$ cat src/rtl/recon_sum_p.sv
// recon_sum_p: reconstruction adder for one 4x4 block.
// Adds a signed residual to the intra, inter (L0) or bi-predictive (L0/L1
// average) prediction, clips to [0, 2^BIT_DEPTH-1] and registers the 16
// reconstructed samples. LANES samples are produced per enabled cycle, so a
// block takes 16/LANES beats, followed by a one-cycle write request.
//
// Ports:
//   clk                 rising-edge clock
//   rst_n               asynchronous reset, active HIGH (1 = reset)
//   ena                 clock enable; 0 freezes all state and outputs
//   start               begin a block (accepted in IDLE only)
//   mb_pred_mode        macroblock prediction mode, latched at start
//   bipred              average L0/L1 prediction, latched at start
//   residual            16 x (BIT_DEPTH+1) two's complement residuals
//   intra_pred          16 x BIT_DEPTH intra prediction samples
//   inter_pred_l0/l1    16 x BIT_DEPTH inter prediction samples
//   sum                 registered reconstruction, sample k at [k*W +: W]
//   sum_right_colum     samples 3,7,11,15 (sample 3 in LSBs)
//   sum_bottom_row      samples 12..15 (sample 12 in LSBs)
//   write_to_ram_start  one-cycle request to the RAM writer
//   write_to_ram_valid  RAM writer done
//   valid               block reconstructed and written
//   busy                block in progress
module recon_sum_p #(
   parameter int unsigned BIT_DEPTH = 8,
   parameter int unsigned LANES     = 4
) (
   input  logic                           clk,
   input  logic                           rst_n,
   input  logic                           ena,
   input  logic                           start,
   input  logic [3:0]                     mb_pred_mode,
   input  logic                           bipred,
   input  logic [16*(BIT_DEPTH+1)-1:0]    residual,
   input  logic [16*BIT_DEPTH-1:0]        intra_pred,
   input  logic [16*BIT_DEPTH-1:0]        inter_pred_l0,
   input  logic [16*BIT_DEPTH-1:0]        inter_pred_l1,
   output logic [16*BIT_DEPTH-1:0]        sum,
   output logic [4*BIT_DEPTH-1:0]         sum_right_colum,
   output logic [4*BIT_DEPTH-1:0]         sum_bottom_row,
   output logic                           write_to_ram_start,
   input  logic                           write_to_ram_valid,
   output logic                           valid,
   output logic                           busy
);

   localparam int unsigned W  = BIT_DEPTH;
   localparam int unsigned RW = BIT_DEPTH + 1;
   localparam int unsigned SW = BIT_DEPTH + 2;
   localparam int unsigned N  = 16 / LANES;
   localparam int unsigned CW = (N > 1) ? $clog2(N) : 1;

   // Mode codes mirror the mb_pred_mode_* values of defines.v.
   localparam logic [3:0] MB_PRED_MODE_PRED_L0 = 4'd0;
   localparam logic [3:0] MB_PRED_MODE_P_REF0  = 4'd3;
   localparam logic [3:0] MB_PRED_MODE_P_SKIP  = 4'd4;

   localparam logic [1:0] IDLE  = 2'd0;
   localparam logic [1:0] SUM   = 2'd1;
   localparam logic [1:0] WRITE = 2'd2;

   logic [1:0]      state, state_nxt;
   logic [CW-1:0]   cnt, cnt_nxt;
   logic [3:0]      mode_q, mode_nxt;
   logic            bipred_q, bipred_nxt;
   logic [16*W-1:0] sum_nxt;
   logic            wrs_nxt;
   logic            valid_nxt;
   logic            busy_nxt;

   logic            use_inter;
   logic            skip;
   logic            last_beat;

   logic [RW-1:0]   lane_res   [LANES];
   logic [W-1:0]    lane_intra [LANES];
   logic [W-1:0]    lane_l0    [LANES];
   logic [W-1:0]    lane_l1    [LANES];
   logic [W-1:0]    lane_sum   [LANES];

   // Add a residual to a prediction and clip to the sample range. The sum
   // fits W+2 bits: sign bit set means negative, bit W set means overflow.
   function automatic logic [W-1:0] clip_add(input logic [RW-1:0] res,
                                              input logic [W-1:0]  pred);
      logic [SW-1:0] s;
      s = {res[RW-1], res} + {2'b00, pred};
      if (s[SW-1])
         clip_add = '0;
      else if (s[W])
         clip_add = '1;
      else
         clip_add = s[W-1:0];
   endfunction

   // Rounded L0/L1 average; the W+1 bit sum cannot overflow.
   function automatic logic [W-1:0] bi_avg(input logic [W-1:0] a,
                                            input logic [W-1:0] b);
      logic [RW-1:0] t;
      t = {1'b0, a} + {1'b0, b} + RW'(1);
      bi_avg = t[W:1];
   endfunction

   assign use_inter = (mode_q == MB_PRED_MODE_PRED_L0) ||
                      (mode_q == MB_PRED_MODE_P_REF0)  ||
                      (mode_q == MB_PRED_MODE_P_SKIP);
   assign skip      = (mode_q == MB_PRED_MODE_P_SKIP);
   assign last_beat = (cnt == CW'(N - 1));

   // Route the samples of the current beat onto the lane datapath.
   always_comb begin : p_lane_mux
      for (int l = 0; l < int'(LANES); l++) begin
         lane_res[l]   = '0;
         lane_intra[l] = '0;
         lane_l0[l]    = '0;
         lane_l1[l]    = '0;
         for (int c = 0; c < int'(N); c++) begin
            if (cnt == CW'(c)) begin
               lane_res[l]   = residual[(c*int'(LANES)+l)*int'(RW) +: RW];
               lane_intra[l] = intra_pred[(c*int'(LANES)+l)*int'(W) +: W];
               lane_l0[l]    = inter_pred_l0[(c*int'(LANES)+l)*int'(W) +: W];
               lane_l1[l]    = inter_pred_l1[(c*int'(LANES)+l)*int'(W) +: W];
            end
         end
      end
   end

   // Per-lane prediction select and clipped add.
   always_comb begin : p_lane_calc
      for (int l = 0; l < int'(LANES); l++) begin
         logic [W-1:0]  pred;
         logic [RW-1:0] res;
         if (use_inter)
            pred = bipred_q ? bi_avg(lane_l0[l], lane_l1[l]) : lane_l0[l];
         else
            pred = lane_intra[l];
         res = skip ? '0 : lane_res[l];
         lane_sum[l] = clip_add(res, pred);
      end
   end

   // Next-state and next-output logic.
   always_comb begin : p_next
      state_nxt  = state;
      cnt_nxt    = cnt;
      mode_nxt   = mode_q;
      bipred_nxt = bipred_q;
      sum_nxt    = sum;
      wrs_nxt    = write_to_ram_start;
      valid_nxt  = valid;
      case (state)
         IDLE: begin
            if (start) begin
               mode_nxt   = mb_pred_mode;
               bipred_nxt = bipred;
               cnt_nxt    = '0;
               valid_nxt  = 1'b0;
               state_nxt  = SUM;
            end
         end
         SUM: begin
            for (int k = 0; k < 16; k++) begin
               if (cnt == CW'(k / int'(LANES)))
                  sum_nxt[k*int'(W) +: W] = lane_sum[k % int'(LANES)];
            end
            if (last_beat) begin
               wrs_nxt   = 1'b1;
               state_nxt = WRITE;
            end else begin
               cnt_nxt = cnt + CW'(1);
            end
         end
         WRITE: begin
            // The request cycle itself never sees the writer's answer.
            if (write_to_ram_start) begin
               wrs_nxt = 1'b0;
            end else if (write_to_ram_valid) begin
               valid_nxt = 1'b1;
               state_nxt = IDLE;
            end
         end
         default: begin
            state_nxt = IDLE;
         end
      endcase
      busy_nxt = (state_nxt != IDLE);
   end

   // State and output registers; ena low holds everything.
   always_ff @(posedge clk or posedge rst_n) begin : p_regs
      if (rst_n) begin
         state              <= IDLE;
         cnt                <= '0;
         mode_q             <= '0;
         bipred_q           <= 1'b0;
         sum                <= '0;
         write_to_ram_start <= 1'b0;
         valid              <= 1'b0;
         busy               <= 1'b0;
      end else if (ena) begin
         state              <= state_nxt;
         cnt                <= cnt_nxt;
         mode_q             <= mode_nxt;
         bipred_q           <= bipred_nxt;
         sum                <= sum_nxt;
         write_to_ram_start <= wrs_nxt;
         valid              <= valid_nxt;
         busy               <= busy_nxt;
      end
   end

   // Neighbour outputs are plain taps of the registered block.
   assign sum_right_colum = {sum[15*W +: W], sum[11*W +: W], sum[7*W +: W], sum[3*W +: W]};
   assign sum_bottom_row  = {sum[15*W +: W], sum[14*W +: W], sum[13*W +: W], sum[12*W +: W]};

endmodule

$ cat config.mk
export PLATFORM = sky130hd
export DESIGN_NAME = recon_sum_p
export DESIGN_NICKNAME = d
export VERILOG_FILES = /design/src/rtl/recon_sum_p.sv
export SDC_FILE = /design/constraint.sdc
export NUM_CORES = 1
export LEC_CHECK = 0
export CAP_MARGIN = 20
export CORE_AREA = 2 2 283 285
export CTS_CLUSTER_SIZE = 16
export DETAILED_ROUTE_END_ITERATION = 8
export DIE_AREA = 0 0 285 287
export GPL_TIMING_DRIVEN = 0
export SYNTH_ARGS = -nofsm -noshare
export SYNTH_HDL_FRONTEND = slang
export SYNTH_SLANG_ARGS = --single-unit
$ cat constraint.sdc
create_clock -name clk -period 6.27 [get_ports clk]
set_clock_uncertainty 0.05 [all_clocks]
set_input_delay 0.9405 -clock clk [delete_from_list [all_inputs] [get_ports clk]]
set_output_delay 0.9405 -clock clk [all_outputs]
set_load 0.01 [all_outputs]
=== Yosys cells after proc, flatten, opt, wreduce, memory -nomap -nowiden ===
Index checks and enable logic that the tools add are counted.

* Input port bits: 538
* Register bits: 140

* Equal/unequal tests: 12
* $add $sub $neg: 13
* Reductions and logical operators: 17
* Multiplexer cells: 98

{| class="wikitable"
|+ Operator list
! operator !! count
|-
| $mux 8 || 64
|-
| $mux 9 || 20
|-
| $add 9x9->10 || 4
|-
| $add 8x8->9 || 4
|-
| $add 9x1->9 const B || 4
|-
| $reduce_and 3->1 || 6
|-
| $mux 2 || 6
|-
| $ne 2x2->1 const B || 5
|-
| $reduce_bool 2->1 || 4
|-
| $eq 2x2->1 const B || 3
|-
| $pmux 2 s3 || 1
|-
| $reduce_and 5->1 || 1
|-
| $eq 2x1->1 const B || 2
|-
| $eq 4x2->1 const B || 1
|-
| $eq 4x3->1 const B || 1
|-
| $logic_not 2->1 || 2
|-
| $logic_not 4->1 || 1
|-
| $mux 1 || 4
|-
| $pmux 1 s2 || 2
|-
| $pmux 2 s2 || 1
|-
| $reduce_and 4->1 || 1
|-
| $add 2x1->2 const B || 1
|-
| $logic_or 1x1->1 || 2
|}

=== Logic depth before layout (Yosys ltp) ===
* Word-level depth: 12
* Gate-level depth with buffers: 29
* Mapped depth without buffers: 25

=== Least setup slack after synthesis ===
OpenSTA, ideal clock, no wires.

* Path type: register to register
* Start point: register cnt[0]
* End point: register sum[31]
* Library setup time: 0.135 ns
* Data arrival time: 5.052 ns
* Path slack: 1.033 ns
* Cell stages (with the launch flop): 28
* Path buffers: 4
* Data required time: 6.085 ns
* Clock period less this slack: 5.237 ns
* Path through: dfrtp_1 > inv_1 > ha_1 > nor2b_1 > buf_2 > buf_4 > buf_2 > buf_2 > a221o_1 > o21ai_0 > nor2_1 > a21o_1 > ha_1 > o211a_1 > o21ai_0 > nand4b_1 > maj3_2 > a21oi_1 > xor2_1 > a211o_1 > o21ai_1 > ha_1 > a21boi_0 > o21bai_1 > a22o_1 > xnor2_1 > o21ai_0 > o21ai_0

* Word-level cells in the longest chain between the ends: 12

{| class="wikitable"
|+ Ends and longest elaborated chain
! what !! line !! source
|-
| start, declared || 63 || <nowiki>logic [CW-1:0] cnt, cnt_nxt;</nowiki>
|-
| start signal, assigned || 201 || <nowiki>cnt <= cnt_nxt;</nowiki>
|-
| $logic_not 2->1 || 117, 162 ||
|-
| $mux 8 (4 in series) || 117 || <nowiki>if (cnt == CW'(c)) begin</nowiki>
|-
| $add 8x8->9 || 99 || <nowiki>t = {1'b0, a} + {1'b0, b} + RW'(1);</nowiki>
|-
| $add 9x1->9 || 99 ||
|-
| $mux 8 || 133 || <nowiki>pred = bipred_q ? bi_avg(lane_l0[l], lane_l1[l]) : lane_l0[l];</nowiki>
|-
| $mux 8 || 132 || <nowiki>if (use_inter)</nowiki>
|-
| $add 9x9->10 || 86 || <nowiki>s = {res[RW-1], res} + {2'b00, pred};</nowiki>
|-
| $mux 8 || 89 || <nowiki>else if (s[W])</nowiki>
|-
| $mux 8 || 87 || <nowiki>if (s[SW-1])</nowiki>
|-
| end signal, assigned || 204 || <nowiki>sum <= sum_nxt;</nowiki>
|-
| end, declared || 38 || <nowiki>output logic [16*BIT_DEPTH-1:0] sum,</nowiki>
|}

Several ways; a longest one is shown, not always the timed one.
A chain may end at the register's enable or synchronous reset.

=== Worst setup path after layout ===
* Start point: register cnt[0]
* End point: register sum[28]

Same word-level chain as after synthesis.

==> key figures <==
Run status
  • Status: completed

Placed design
  • Dpl ws: -2.53 ns
  • # port buffers: around 730
  • HPWL Detailed: approximately 88000 um
  • Post-placement cell area: 21700 um2
  • GPL Wtd Cong: 0.892

Floorplanning
  • Initial Utilization: 0.164
  • I/O pin count: between 700 and 800
  • Die outline height: between 200 and 300 um
  • Core ar.: around 79000 um2
  • Die W: about 290 um
  • FP Rows: between 100 and 150
  • Die Area: 81800 um2

Setup path
  • WP buf/inv: 6
  • Slowest cell on crit path: dfrtp_1
  • Worst Path Max Fanout: 10
  • Crit path largest cell delay: 0.42 ns
  • CP required: ~6.5 ns
  • Crit path launch type: register
  • CP Data Arrival Time: approximately 6.3 ns
  • Endpoint class of the critical path: register
  • Most frequent cell on the critical path: ha_1
  • Delay-heaviest family, CP: compound AO/OA/AOI/OAI gates
  • CP Class: reg2reg

Logic synthesis
  • Yosys warns: 0
  • Post-synth top flop: dfrtp_1
  • Syn Nets: approximately 2300
  • Syn_area_per_cell: approximately 7.5 um2
  • Syn Std Cell Area: approximately 13000 um2
  • Flops & latches, synth: 140
  • Post-Synthesis Cells: 1727
  • FFs w/ async S/R, synth: 1.00
  • Seq/Total Area, Yosys: 0.271
  • Number of synthesized flops with an enable pin: 0
  • Synth unique cells: 67

Timing
  • Max Fclk: 166 MHz
  • Max Slew Vio Count: 0
  • Crit path time final: between 6 and 7 ns
  • Final period util: 0.960
  • Slew headroom: 0.241
  • Slew @ Worst Pin: ~1.1 ns
  • Post-route setup slack: about 0.25 ns
  • Setup Viol. Count Final: 0
  • Hold Vio Cnt, Final: 0
  • Worst hold slack: 0.430 ns

Cells and area
  • Fraction of final layout cells sized beyond drive strength 1: 0.116
  • Nets: 3101
  • P&R area growth vs syn: 80.7%
  • Final instance area: roughly 23000 um2

Flow run
  • Maxcap violations: 0

Global route
  • Antenna violations before repair: 23
  • Grt ovf: 0
  • Vias in the first global route: roughly 17000
  • GRT Util Overall: 0.244
  • Largest net degree at the start of global routing: 89
  • First-pass GRT wire length: 137000 um

Pwr
  • VDD IR-drop max: roughly 0.00036 V
  • Cell Pwr Density: a little over 800 nW/um2
  • Lkg Pwr: ~9.4 nW

Worst hold path
  • Worst hold-check path type: reg2reg

Detailed routing
  • Router iterations before antenna repair: 5
  • DR vias/cell: 4.73
  • Starting DRT DRC Count: ~1100
  • Total Wirelength: about 100000 um
  • Post-DRT Antenna Nets: 0
  • Via Count: approximately 17000
  • DR WL/cell: between 20 and 30 um
  • Residual DRC: 0

Clock network
  • Clock Pin Slew Worst Setup and Hold Paths: 0.07 ns
  • Clock tree buffer depth: 2
  • Hold Buf Count CTS: 0
  • Clock Sinks: 140
  • Total number of H-tree levels: 4
  • Root Driver: clkbuf_16
  • CTS tree: done
  • CTS Buf Count: 17
  • Clk_lat worst skew: 0.45 ns
==> cell usage in the layout, fill, tap and decap left out, types with 18 or more instances in the layout <==
| cell | Yosys | layout |
|---|---|---|
| xnor2_1 | 30 | 26 |
| a22o_1 | 21 | 19 |
| clkdlybuf4s50_1 | 0 | 732 |
| o21ai_0 | 309 | 282 |
| dfrtp_1 | 140 | 139 |
| inv_1 | 50 | 48 |
| buf_4 | 66 | 83 |
| a21oi_1 | 122 | 108 |
| ha_1 | 60 | 55 |
| nand2_1 | 243 | 243 |
| o21ai_1 | 6 | 18 |
| a221o_1 | 104 | 103 |
| nor2_1 | 181 | 174 |
| a21o_1 | 18 | 18 |
| clkbuf_1 | 64 | 49 |
==> power breakdown <==
| group | internal (W) | leakage (nW) | switching [W] |
|---|---|---|---|
| registers | 0.00133 | 1.75 | 0.000354 |
| clock network | 0.000642 | 0.299 | 0.000468 |
| logic | 0.00633 | 7.36 | 0.00992 |
| total | 0.00829 | 9.41 | 0.0107 |
==> Yosys cell counts (all sizes together), types with 21 or more instances <==
| cell type | number | area [um2] |
|---|---|---|
| a22o | 21 | 184 |
| a21oi | 124 | 628 |
| o21ai | 316 | 1590 |
| a221o | 104 | 1040 |
| dfrtp | 140 | 3500 |
| inv | 51 | 191 |
| buf | 126 | 776 |
| nor2 | 181 | 679 |
| nand2 | 243 | 912 |
| ha | 60 | 751 |
| clkbuf | 64 | 240 |
| xnor2 | 30 | 263 |
==> area by class of cell <==
type                       count  area (um2)
antenna                        4        10.0
buffer                       183        1250
clock buffer                  17         425
clock inverter                15         206
fill                        8451       55300
inverter                      52         201
multi-input combinational   1345        8800
sequential                   140        3500
tap                         1050        1310
timing repair buffer         756        7600
==> routing by layer <==
layer,share of wire,vias up,track usage
li1,-,7735,-
met1,0.40,8132,0.282
met2,0.51,799,0.459
met3,0.062,153,0.0483
met4,0.028,26,0.0618
met5,0.0018,-,0
==> worst register-to-register path: stages (launching register included) <==
cell and delay (ns):
dfrtp_1 0.42, inv_2 0.08, ha_1 0.22, buf_6 0.14, buf_4 0.18, buf_8 0.17, buf_8 0.18, buf_2 0.20
a221o_1 0.32, o21ai_4 0.12, nor2_1 0.07, a21o_1 0.18, ha_1 0.31, nor2b_1 0.15, o2111ai_1 0.09, nand4b_1 0.25
maj3_2 0.41, a21oi_4 0.20, o21ai_1 0.11, xnor2_1 0.17, a221oi_4 0.42, ha_1 0.33, o21ai_1 0.12, o21bai_4 0.17
a22o_4 0.18, o21ai_2 0.13, o221ai_4 0.34, o21ai_0 0.13
==> kinds of logic after synthesis <==
family,Yosys count,share of synthesized area
compound gates,698,0.352
buf+inv,242,0.0938
xor+xnor,43,0.0292
mux,7,0.00591
fa+ha+maj,74,0.0756
simple gates,523,0.172
flops,140,0.271
==> metrics by stage <==
stage,TNS (ns),total power (W),utilization,instances
floorplan,0,0.00946,-,1727
global placement,-377.28,0.0158,0.274,3509
detailed placement,-251.77,0.0160,0.276,3518
CTS,-0.0290,0.0183,0.291,3553
global route,-0.0195,0.0204,0.297,3560
finish,0,0.0190,0.297,3562
==> state kept, by name (all words and copies together), names as in the netlist <==
register / cells
bipred_q: 1
busy: 1
state: 2
cnt: 2
mode_q: 4
write_to_ram_start: 1
sum: 128
valid: 1
==> path summary, 6_finish.rpt <==
| check | endpoint | slack, ns | start | depth (start not counted) |
|---|---|---|---|---|
| max | sum[28] | 0.25 | cnt[0] | 27 |
| max reg2reg | sum[28] | 0.25 | cnt[0] | 27 |
| max in group asynchronous | cnt[1] | 4.39 | rst_n | 3 |
| min reg2reg | sum[78] | 0.43 | sum[78] | 2 |
| min in group asynchronous | sum[85] | 0.87 | rst_n | 2 |
| min | sum[78] | 0.43 | sum[78] | 2 |
==> what timing repair did <==
action | in CTS | in global routing
setup buffers | 8 | 7
hold endpoints to repair | 0 | 0
endpoints found under the setup margin | 128 | 128
gates resized for setup | 155 | 91
pin swaps | 17 | 24
Note: power is estimated with default switching activity, not from simulation.
